==> config.mk <==
export PLATFORM = sky130hd
export DESIGN_NAME = output_display
export DESIGN_NICKNAME = d
export VERILOG_FILES = /design/src/rtl/output_display.sv
export SDC_FILE = /design/constraint.sdc
export NUM_CORES = 1
export LEC_CHECK = 0
export ABC_AREA = 1
export BUFFER_PORTS_ARGS = -buffer_cell sky130_fd_sc_hd__buf_4
export CORE_MARGIN = 2
export CORE_UTILIZATION = 55
export DETAILED_ROUTE_END_ITERATION = 10
export GPL_TIMING_DRIVEN = 0
export PLACE_DENSITY = 0.76
export SETUP_SLACK_MARGIN = 0.05
export SLEW_MARGIN = 20
export SYNTH_ARGS = -nofsm -noshare
export SYNTH_HDL_FRONTEND = slang
export SYNTH_SLANG_ARGS = --single-unit
export TNS_END_PERCENT = 10
==> constraint.sdc <==
create_clock -name clock -period 3.3 [get_ports clock]
set_clock_uncertainty 0.15 [all_clocks]
set_input_delay 0.99 -clock clock [delete_from_list [all_inputs] [get_ports clock]]
set_output_delay 0.99 -clock clock [all_outputs]
set_load 0.005 [all_outputs]
==> src/rtl/output_display.sv <==
// output_display
//   Converts an 18-bit binary word to six decimal digits by double-dabble and
//   drives six active-low seven-segment displays.
//   A CPU output instruction holds input_enable high. The block stalls the CPU
//   through halt_from_output until the conversion reaches its final cycle.
//
//   Ports
//     clock            sole clock, rising edge
//     reset            asynchronous, active-low
//     input_enable     output-instruction strobe, level-held
//     value[17:0]      word to display, sampled when a conversion starts
//     halt_from_output CPU stall request (combinational)
//     digit0..digit5   segment codes, digit0 least significant, bit0=a .. bit6=g
//
//   state | meaning
//   IDLE  | waiting for input_enable; the displays hold the last result
//   SHIFT | one double-dabble step per cycle, 18 cycles in total
//   DONE  | conversion complete; halt released; displays load on exit
module output_display #(
  parameter bit BLANK_LEADING = 1'b1
) (
  input  logic        clock,
  input  logic        reset,
  input  logic        input_enable,
  input  logic [17:0] value,
  output logic        halt_from_output,
  output logic [6:0]  digit0,
  output logic [6:0]  digit1,
  output logic [6:0]  digit2,
  output logic [6:0]  digit3,
  output logic [6:0]  digit4,
  output logic [6:0]  digit5
);

  localparam logic [6:0] SEG_BLANK = 7'b1111111;
  localparam logic [6:0] SEG_ZERO  = 7'b1000000;
  localparam logic [4:0] N_BITS    = 5'd18;

  typedef enum logic [1:0] {IDLE, SHIFT, DONE} state_t;

  state_t            state_q, state_d;
  logic [17:0]       shift_q, shift_d;
  logic [23:0]       bcd_q, bcd_d;
  logic [4:0]        cnt_q, cnt_d;
  logic [5:0][6:0]   disp_q, disp_d;

  logic [23:0]       bcd_adj;
  logic [5:0][6:0]   seg_new;
  logic              lead_zero;
  logic [3:0]        nib;

  function automatic logic [6:0] seg7(input logic [3:0] n);
    logic [6:0] s;
    case (n)
      4'd0:    s = 7'b1000000;
      4'd1:    s = 7'b1111001;
      4'd2:    s = 7'b0100100;
      4'd3:    s = 7'b0110000;
      4'd4:    s = 7'b0011001;
      4'd5:    s = 7'b0010010;
      4'd6:    s = 7'b0000010;
      4'd7:    s = 7'b1111000;
      4'd8:    s = 7'b0000000;
      4'd9:    s = 7'b0010000;
      default: s = SEG_BLANK;
    endcase
    return s;
  endfunction

  // Add-3 correction applied to every nibble before the shift.
  always_comb begin
    bcd_adj = bcd_q;
    for (int i = 0; i < 6; i++) begin
      if (bcd_q[4*i +: 4] >= 4'd5) begin
        bcd_adj[4*i +: 4] = bcd_q[4*i +: 4] + 4'd3;
      end
    end
  end

  // Segment codes for the finished result. Scanning from the top digit down,
  // zeros stay blank until the first non-zero digit; digit0 always shows.
  always_comb begin
    seg_new   = '0;
    lead_zero = 1'b1;
    nib       = 4'd0;
    for (int i = 5; i >= 0; i--) begin
      nib = bcd_q[4*i +: 4];
      if (BLANK_LEADING && (i != 0) && lead_zero && (nib == 4'd0)) begin
        seg_new[i] = SEG_BLANK;
      end else begin
        seg_new[i] = seg7(nib);
        lead_zero  = 1'b0;
      end
    end
  end

  always_comb begin
    state_d = state_q;
    shift_d = shift_q;
    bcd_d   = bcd_q;
    cnt_d   = cnt_q;
    disp_d  = disp_q;
    case (state_q)
      IDLE: begin
        if (input_enable) begin
          shift_d = value;
          bcd_d   = '0;
          cnt_d   = N_BITS;
          state_d = SHIFT;
        end
      end
      SHIFT: begin
        // {bcd, shift} << 1 after correction; the top BCD bit cannot be set
        // for an 18-bit input, so dropping it loses nothing.
        bcd_d   = {bcd_adj[22:0], shift_q[17]};
        shift_d = {shift_q[16:0], 1'b0};
        cnt_d   = cnt_q - 5'd1;
        if (cnt_q == 5'd1) begin
          state_d = DONE;
        end
      end
      DONE: begin
        disp_d  = seg_new;
        state_d = IDLE;
      end
      default: state_d = IDLE;
    endcase
  end

  always_ff @(posedge clock or negedge reset) begin
    if (!reset) begin
      state_q <= IDLE;
      shift_q <= '0;
      bcd_q   <= '0;
      cnt_q   <= '0;
      disp_q  <= {SEG_BLANK, SEG_BLANK, SEG_BLANK, SEG_BLANK, SEG_BLANK, SEG_ZERO};
    end else begin
      state_q <= state_d;
      shift_q <= shift_d;
      bcd_q   <= bcd_d;
      cnt_q   <= cnt_d;
      disp_q  <= disp_d;
    end
  end

  // Gated by reset so the CPU is never stalled while the block is held in reset.
  assign halt_from_output = reset & input_enable & (state_q != DONE);

  assign digit0 = disp_q[0];
  assign digit1 = disp_q[1];
  assign digit2 = disp_q[2];
  assign digit3 = disp_q[3];
  assign digit4 = disp_q[4];
  assign digit5 = disp_q[5];

endmodule

Yosys cells after proc, flatten, opt, wreduce, memory -nomap -nowiden
Memories as Yosys holds them, arrays and structs flattened. A register that Yosys moved wholly into a read port is not among the register bits. Index checks and enable logic that the tools add are counted.

Output and inout bits: 43. Register bits after elaboration: 84. Bits of input ports: 21. Logic and storage cells: 74. Memory bits (read-only): 672. Memories kept: 6.

$add $sub $neg: 7. Order comparisons: 6. Bitwise gates (word level): 2. Reduce and logical (&&, ||, !) cells: 14. Muxes and demuxes: 24. Equal/unequal tests: 6.

Memory list: (name not given) (words 16, width 7, rd ports 1, clocked after memory_dff 0, write ports 0, RTL line 54) `case (n)`; (name not given) (words 16, width 7, rd ports 1, clocked after memory_dff 0, write ports 0, RTL line 54); (name not given) (words 16, width 7, rd ports 1, clocked after memory_dff 0, write ports 0, RTL line 54); (name not given) (words 16, width 7, rd ports 1, clocked after memory_dff 0, write ports 0, RTL line 54); (name not given) (words 16, width 7, rd ports 1, clocked after memory_dff 0, write ports 0, RTL line 54); (name not given) (words 16, width 7, rd ports 1, clocked after memory_dff 1, write ports 0, RTL line 54).

Operator list (count): $pmux W24 S2 (1); $pmux W18 S2 (1); $mux W7 (5); $ge A4 B3 Y1 const B (6); $mux W24 (1); $add A4 B2 Y4 const B (5); $logic_not A4 Y1 (5); $mux W4 (5); $mux W18 (1); $pmux W5 S2 (1); $ne A2 B2 Y1 const B (3); $eq A5 B1 Y1 const B (1); $mux W5 (1); $sub A5 B1 Y5 const B (1); $logic_and A1 B1 Y1 (4); $mux W1 (4); $mux W2 (2); $pmux W2 S2 (1); $reduce_and A2 Y1 (2); $add A3 B2 Y3 const B (1); $mux W3 (1); $and A1 B1 Y1 (2); $eq A2 B1 Y1 const B (1); $eq A2 B2 Y1 const B (1); other kinds (3) (3).

Longest topological paths before layout
Depth after elaboration: 10. Mapped depth: 10. Depth with buffers taken out: 10.

Worst setup path after synthesis
OpenSTA, ideal clock, no wires.

Kind: input -> output. From: in input_enable. To: out halt_from_output. Stages: 3. Setup slack: 726 ps. Path buffers: 1. Arrival time: 1434 ps. Required time: 2160 ps. Cells stage by stage: clkbuf_1 -> nand2_1 -> nor2_1.

Longest elaborated chain between the ends: 2.

RTL lines: start, declared (RTL line 24) `input logic input_enable,`; $and A1 B1 Y1 (2 in a row) (RTL line 147) `assign halt_from_output = reset & input_enable & (state_q != DONE);`; end, declared (RTL line 26) `output logic halt_from_output,`.

Every way passes these cells.

Worst setup path in the final report
From: in reset. To: out halt_from_output.

Longest elaborated chain between the ends: 2.

RTL lines: start, declared (RTL line 23) `input logic reset,`; $and A1 B1 Y1 (2 in a row) (RTL line 147).

Every way passes these cells.

==> metrics.md <==
| Metric | Value |
|---|---|
| YS warnings | `0` |
| R2R Setup Slk | `1.46 ns` |
| Slew @ Worst Pin | `~0.66 ns` |
| H-tree Lvls | `3` |
| Xor and xnor area share after synthesis | `0.170%` |
| Final Net Count | `around 750` |
| First-pass detailed-route iteration total | `7` |
| Post-Route WL | `11900 um` |
| DRT antenna net count | `0` |
| Period Utilization, post-route | `between 90 and 100%` |
| Max-cap violations | `0` |
| Crit path launch type | `primary input` |
| Synth Area in Compound Gates | `between 10% and 20%` |
| Die H | `101 um` |
| Delay-heaviest family, CP | `buffers and inverters` |
| Filler cells | `794` |
| Die width | `about 100 um` |
| Seq cells post-synth | `91` |
| Iteration-0 DRC Markers | `346` |
| Total gr overflow | `0` |
| Row count | `35` |
| Post-DP HPWL | `8560 um` |
| Rel. slew slack | `55.9%` |
| Finish-stage setup viols | `0` |
| Post-synthesis mux area share | `0%` |
| Status | `completed` |
| Crit Path Class | `primary input to output port` |
| Worst R2R Start | `bcd_q[4]$_DFFE_PN0P_` |
| Global-route wire length before repair | `around 20000 um` |
| Hold Path Class | `flip-flop to flip-flop` |
| Setup ws final | `~0.16 ns` |
| Hold_sp | `digit2[6]$_DFFE_PN1N_` |
| Reg-to-Reg End | `digit1[4]$_DFFE_PN1N_` |
| Vias in the first global route | `4434` |
| Gr usage total | `25.0%` |
| Synth Area in Simple Gates | `a little under a quarter` |
| Hold_buf cts | `0` |
| Yosys top cell by area | `dfrtp_1` |
| Pwr dens | `916 mW/mm^2` |
| Max Transition Viols Final | `0` |
| GP Congestion | `~0.93` |
| Largest net degree at the start of global routing | `93` |
| Main combinational cell family by area after synthesis | `simple AND/OR/NAND/NOR gates` |
| Clk root buf | `clkbuf_8` |
| Final hold violation count | `0` |
| Sequential-to-total area share from yosys stat | `between 40% and 50%` |
| Final core occ | `64.8%` |
| Hold Path End | `digit2[6]$_DFFE_PN1N_` |
| Vias per inst | `5.60` |
| CP arrival | `roughly 2.0 ns` |
| Clock slew at reported path FFs | `0.08 ns` |
| Top area cells in the synthesized netlist | `dfrtp_1 27%, dfstp_2 18%, ha_1 8.8%` |
| Hold depth | `2` |
| Per-cell routed wire length | `14.7 um` |
| Mean post-synth cell area | `just over 8 um^2` |
| LEAKAGE | `about 2.9 nW` |
| # port buffers | `63` |
| Critical Path Fanout Max | `92` |
| Worst path max stage delay | `0.49 ns` |
| RSZ-0062 raised after global routing | `no` |
| Adder-cell share of the synthesized area | `8.77%` |
| CP max stage cell | `buf_8` |
| Netlist area before placement | `0.00514 mm^2` |
| Clock Latency Late Sink | `0.35 ns` |
| # DRC | `0` |
| Area grow syn2layout | `15.4%` |
| N_diodes | `0` |
| CP endpoint kind | `output port` |
| Die ar. | `roughly 0.01 mm^2` |
| Core ar. | `0.00915 mm^2` |
| CP bufs+invs | `2` |
| Area occupied by multi-input gates | `0.00242 mm^2` |
| TritonCTS clock tree | `yes` |
| DP Worst Slack | `-0.247 ns` |
| Syn Nets | `679` |
| Initial Util | `56.1%` |
| Syn Inst Count | `622` |
| Fmax | `319 MHz` |
| Initial antenna violation count | `0` |
| Unique cell type count in the Yosys netlist | `33` |
| Reg2Reg Depth | `7` |
| Seq. cell area | `between 0.002 and 0.0025 mm^2` |
| Clock sinks | `91` |
| Clk buf depth | `2` |
| Crit path cell chain | `buf_8, nand2_1, nor2_1, buf_4` |
| # IOs | `64` |
| Final Critical Period | `3.14 ns` |
| Cts bufs inserted | `9` |
| Layout cells sized above 1 | `22.7%` |
| Worst EP required | `2.16 ns` |
| Max VDD drop | `0.457 mV` |
| DR vias | `4542` |
| Setup Buffers After CTS | `0` |
| Top-area cell type share of the netlist area | `between 20 and 30%` |
-- cell families after synthesis --
logic type / count (synthesis)
compound gates: 132
fa+ha+maj: 36
flops: 91
buf+inv: 96
simple gates: 266
xor+xnor: 1
-- timing repair --
action | CTS | global route
gates resized for setup | 2 | 0
endpoints found under the hold margin | 0 | 0
setup endpoints to repair | 1 | 0
-- cell type report --
| type | instances | share of cell area [%] |
|---|---|---|
| Sequential cell | 91 | 39.2 |
| Inverter | 73 | 4.62 |
| Clock inverter | 2 | 0.211 |
| Clock buffer | 13 | 2.68 |
| Multi-Input combinational cell | 435 | 40.9 |
| Buffer | 23 | 1.98 |
| Tap cell | 111 | 2.34 |
| Timing Repair Buffer | 63 | 8.10 |
-- cell usage after synthesis, drive strengths merged --
library cell    n
nand3          31
inv            72
a21boi          1
o22ai           6
a31oi           7
buf            19
dfstp          36
o211ai          5
or2             4
nor2           96
ha             36
dfrtp          55
a22oi           1
xor2            1
nand2         114
clkbuf          4
nand3b          2
clkinv          1
o21ai          48
nor3            6
nand4          13
a21oi          47
o221ai         17
-- layout by cell type (no fill, tap or decap) --
| master | synthesis | routed |
|---|---|---|
| nand2_1 | 111 | 111 |
| nor2_1 | 85 | 85 |
| inv_1 | 66 | 66 |
| buf_4 | 3 | 65 |
| dfrtp_1 | 55 | 55 |
| a21oi_1 | 47 | 47 |
| o21ai_0 | 47 | 47 |
| ha_1 | 36 | 36 |
| dfstp_2 | 36 | 36 |
| nand3_1 | 30 | 30 |
| o221ai_1 | 17 | 17 |
| buf_2 | 16 | 16 |
| nand4_1 | 12 | 12 |
| clkbuf_8 | 0 | 11 |
| a31oi_1 | 7 | 7 |
| inv_2 | 6 | 6 |
| clkbuf_1 | 4 | 6 |
| o22ai_1 | 6 | 6 |
| nor2_4 | 5 | 5 |
| nor2_2 | 5 | 5 |
| o211ai_1 | 5 | 5 |
| nor3_1 | 4 | 4 |
| or2_2 | 4 | 4 |
| nand2_2 | 3 | 3 |
| nor3_2 | 2 | 2 |
| nand3b_1 | 2 | 2 |
| clkinv_1 | 1 | 1 |
| nor2_8 | 1 | 1 |
| nand3_4 | 1 | 1 |
| nand4_4 | 1 | 1 |
| a21boi_0 | 1 | 1 |
| xor2_1 | 1 | 1 |
| o21ai_1 | 1 | 1 |
| a22oi_1 | 1 | 1 |
| clkinvlp_4 | 0 | 1 |
| clkinv_2 | 0 | 1 |
| buf_8 | 0 | 1 |
-- where the power goes --
group / switching (mW) / total [mW] / internal, mW / leakage [nW]
combinational: 1.76 / 2.82 / 1.06 / 1.78
clock: 0.365 / 0.676 / 0.311 / 0.0855
sequential: 0.307 / 1.93 / 1.63 / 1.04
total: 2.44 / 5.43 / 2.99 / 2.91
-- per-stage QoR --
stage               hold slack [ns]  area (um^2)  std cells  setup TNS, ns  power, mW
floorplan                     0.300         5140        622              0       3.89
global placement              0.309         5750        796         -0.282       4.61
detailed placement            0.313         5750        796         -0.247       4.73
CTS                           0.326         5930        811              0       5.43
global route                  0.349         5930        811              0       5.98
finish                        0.321         5930        811              0       5.43
-- worst max-delay path by stage --
stage	endpoint	cells after the start	startpoint
2_1_floorplan	halt_from_output	3	input_enable
3_3_place_gp	halt_from_output	4	reset
3_5_place_dp	halt_from_output	4	reset
4_1_cts	halt_from_output	4	reset
5_1_grt	halt_from_output	4	reset
6_report	halt_from_output	4	reset
-- per-layer routing --
| metal | track usage, % | part of all wire, % | up-vias |
|---|---|---|---|
| li1 | - | - | 2207 |
| met1 | 32.5 | 44 | 2176 |
| met2 | 42.4 | 49 | 142 |
| met3 | 4.51 | 5.1 | 17 |
| met4 | 8.43 | 1.8 | 0 |
| met5 | 0 | 0 | - |
-- registers in the layout (all words and copies together), names as in the netlist --
name and cells:
bcd_q 24, shift_q 18, digit0 7, digit1 7, digit2 7, digit3 7, digit4 7, digit5 7
cnt_q 5, state_q 2
-- worst register-to-register path: stages (launching register included) --
cell     delay (ns)
dfrtp_1        0.44
inv_1          0.17
ha_1           0.27
ha_1           0.18
or2_2          0.28
nand2_1        0.07
nor2_1         0.04
a21oi_1        0.16
No activity file was read; power rests on OpenSTA's default activity.
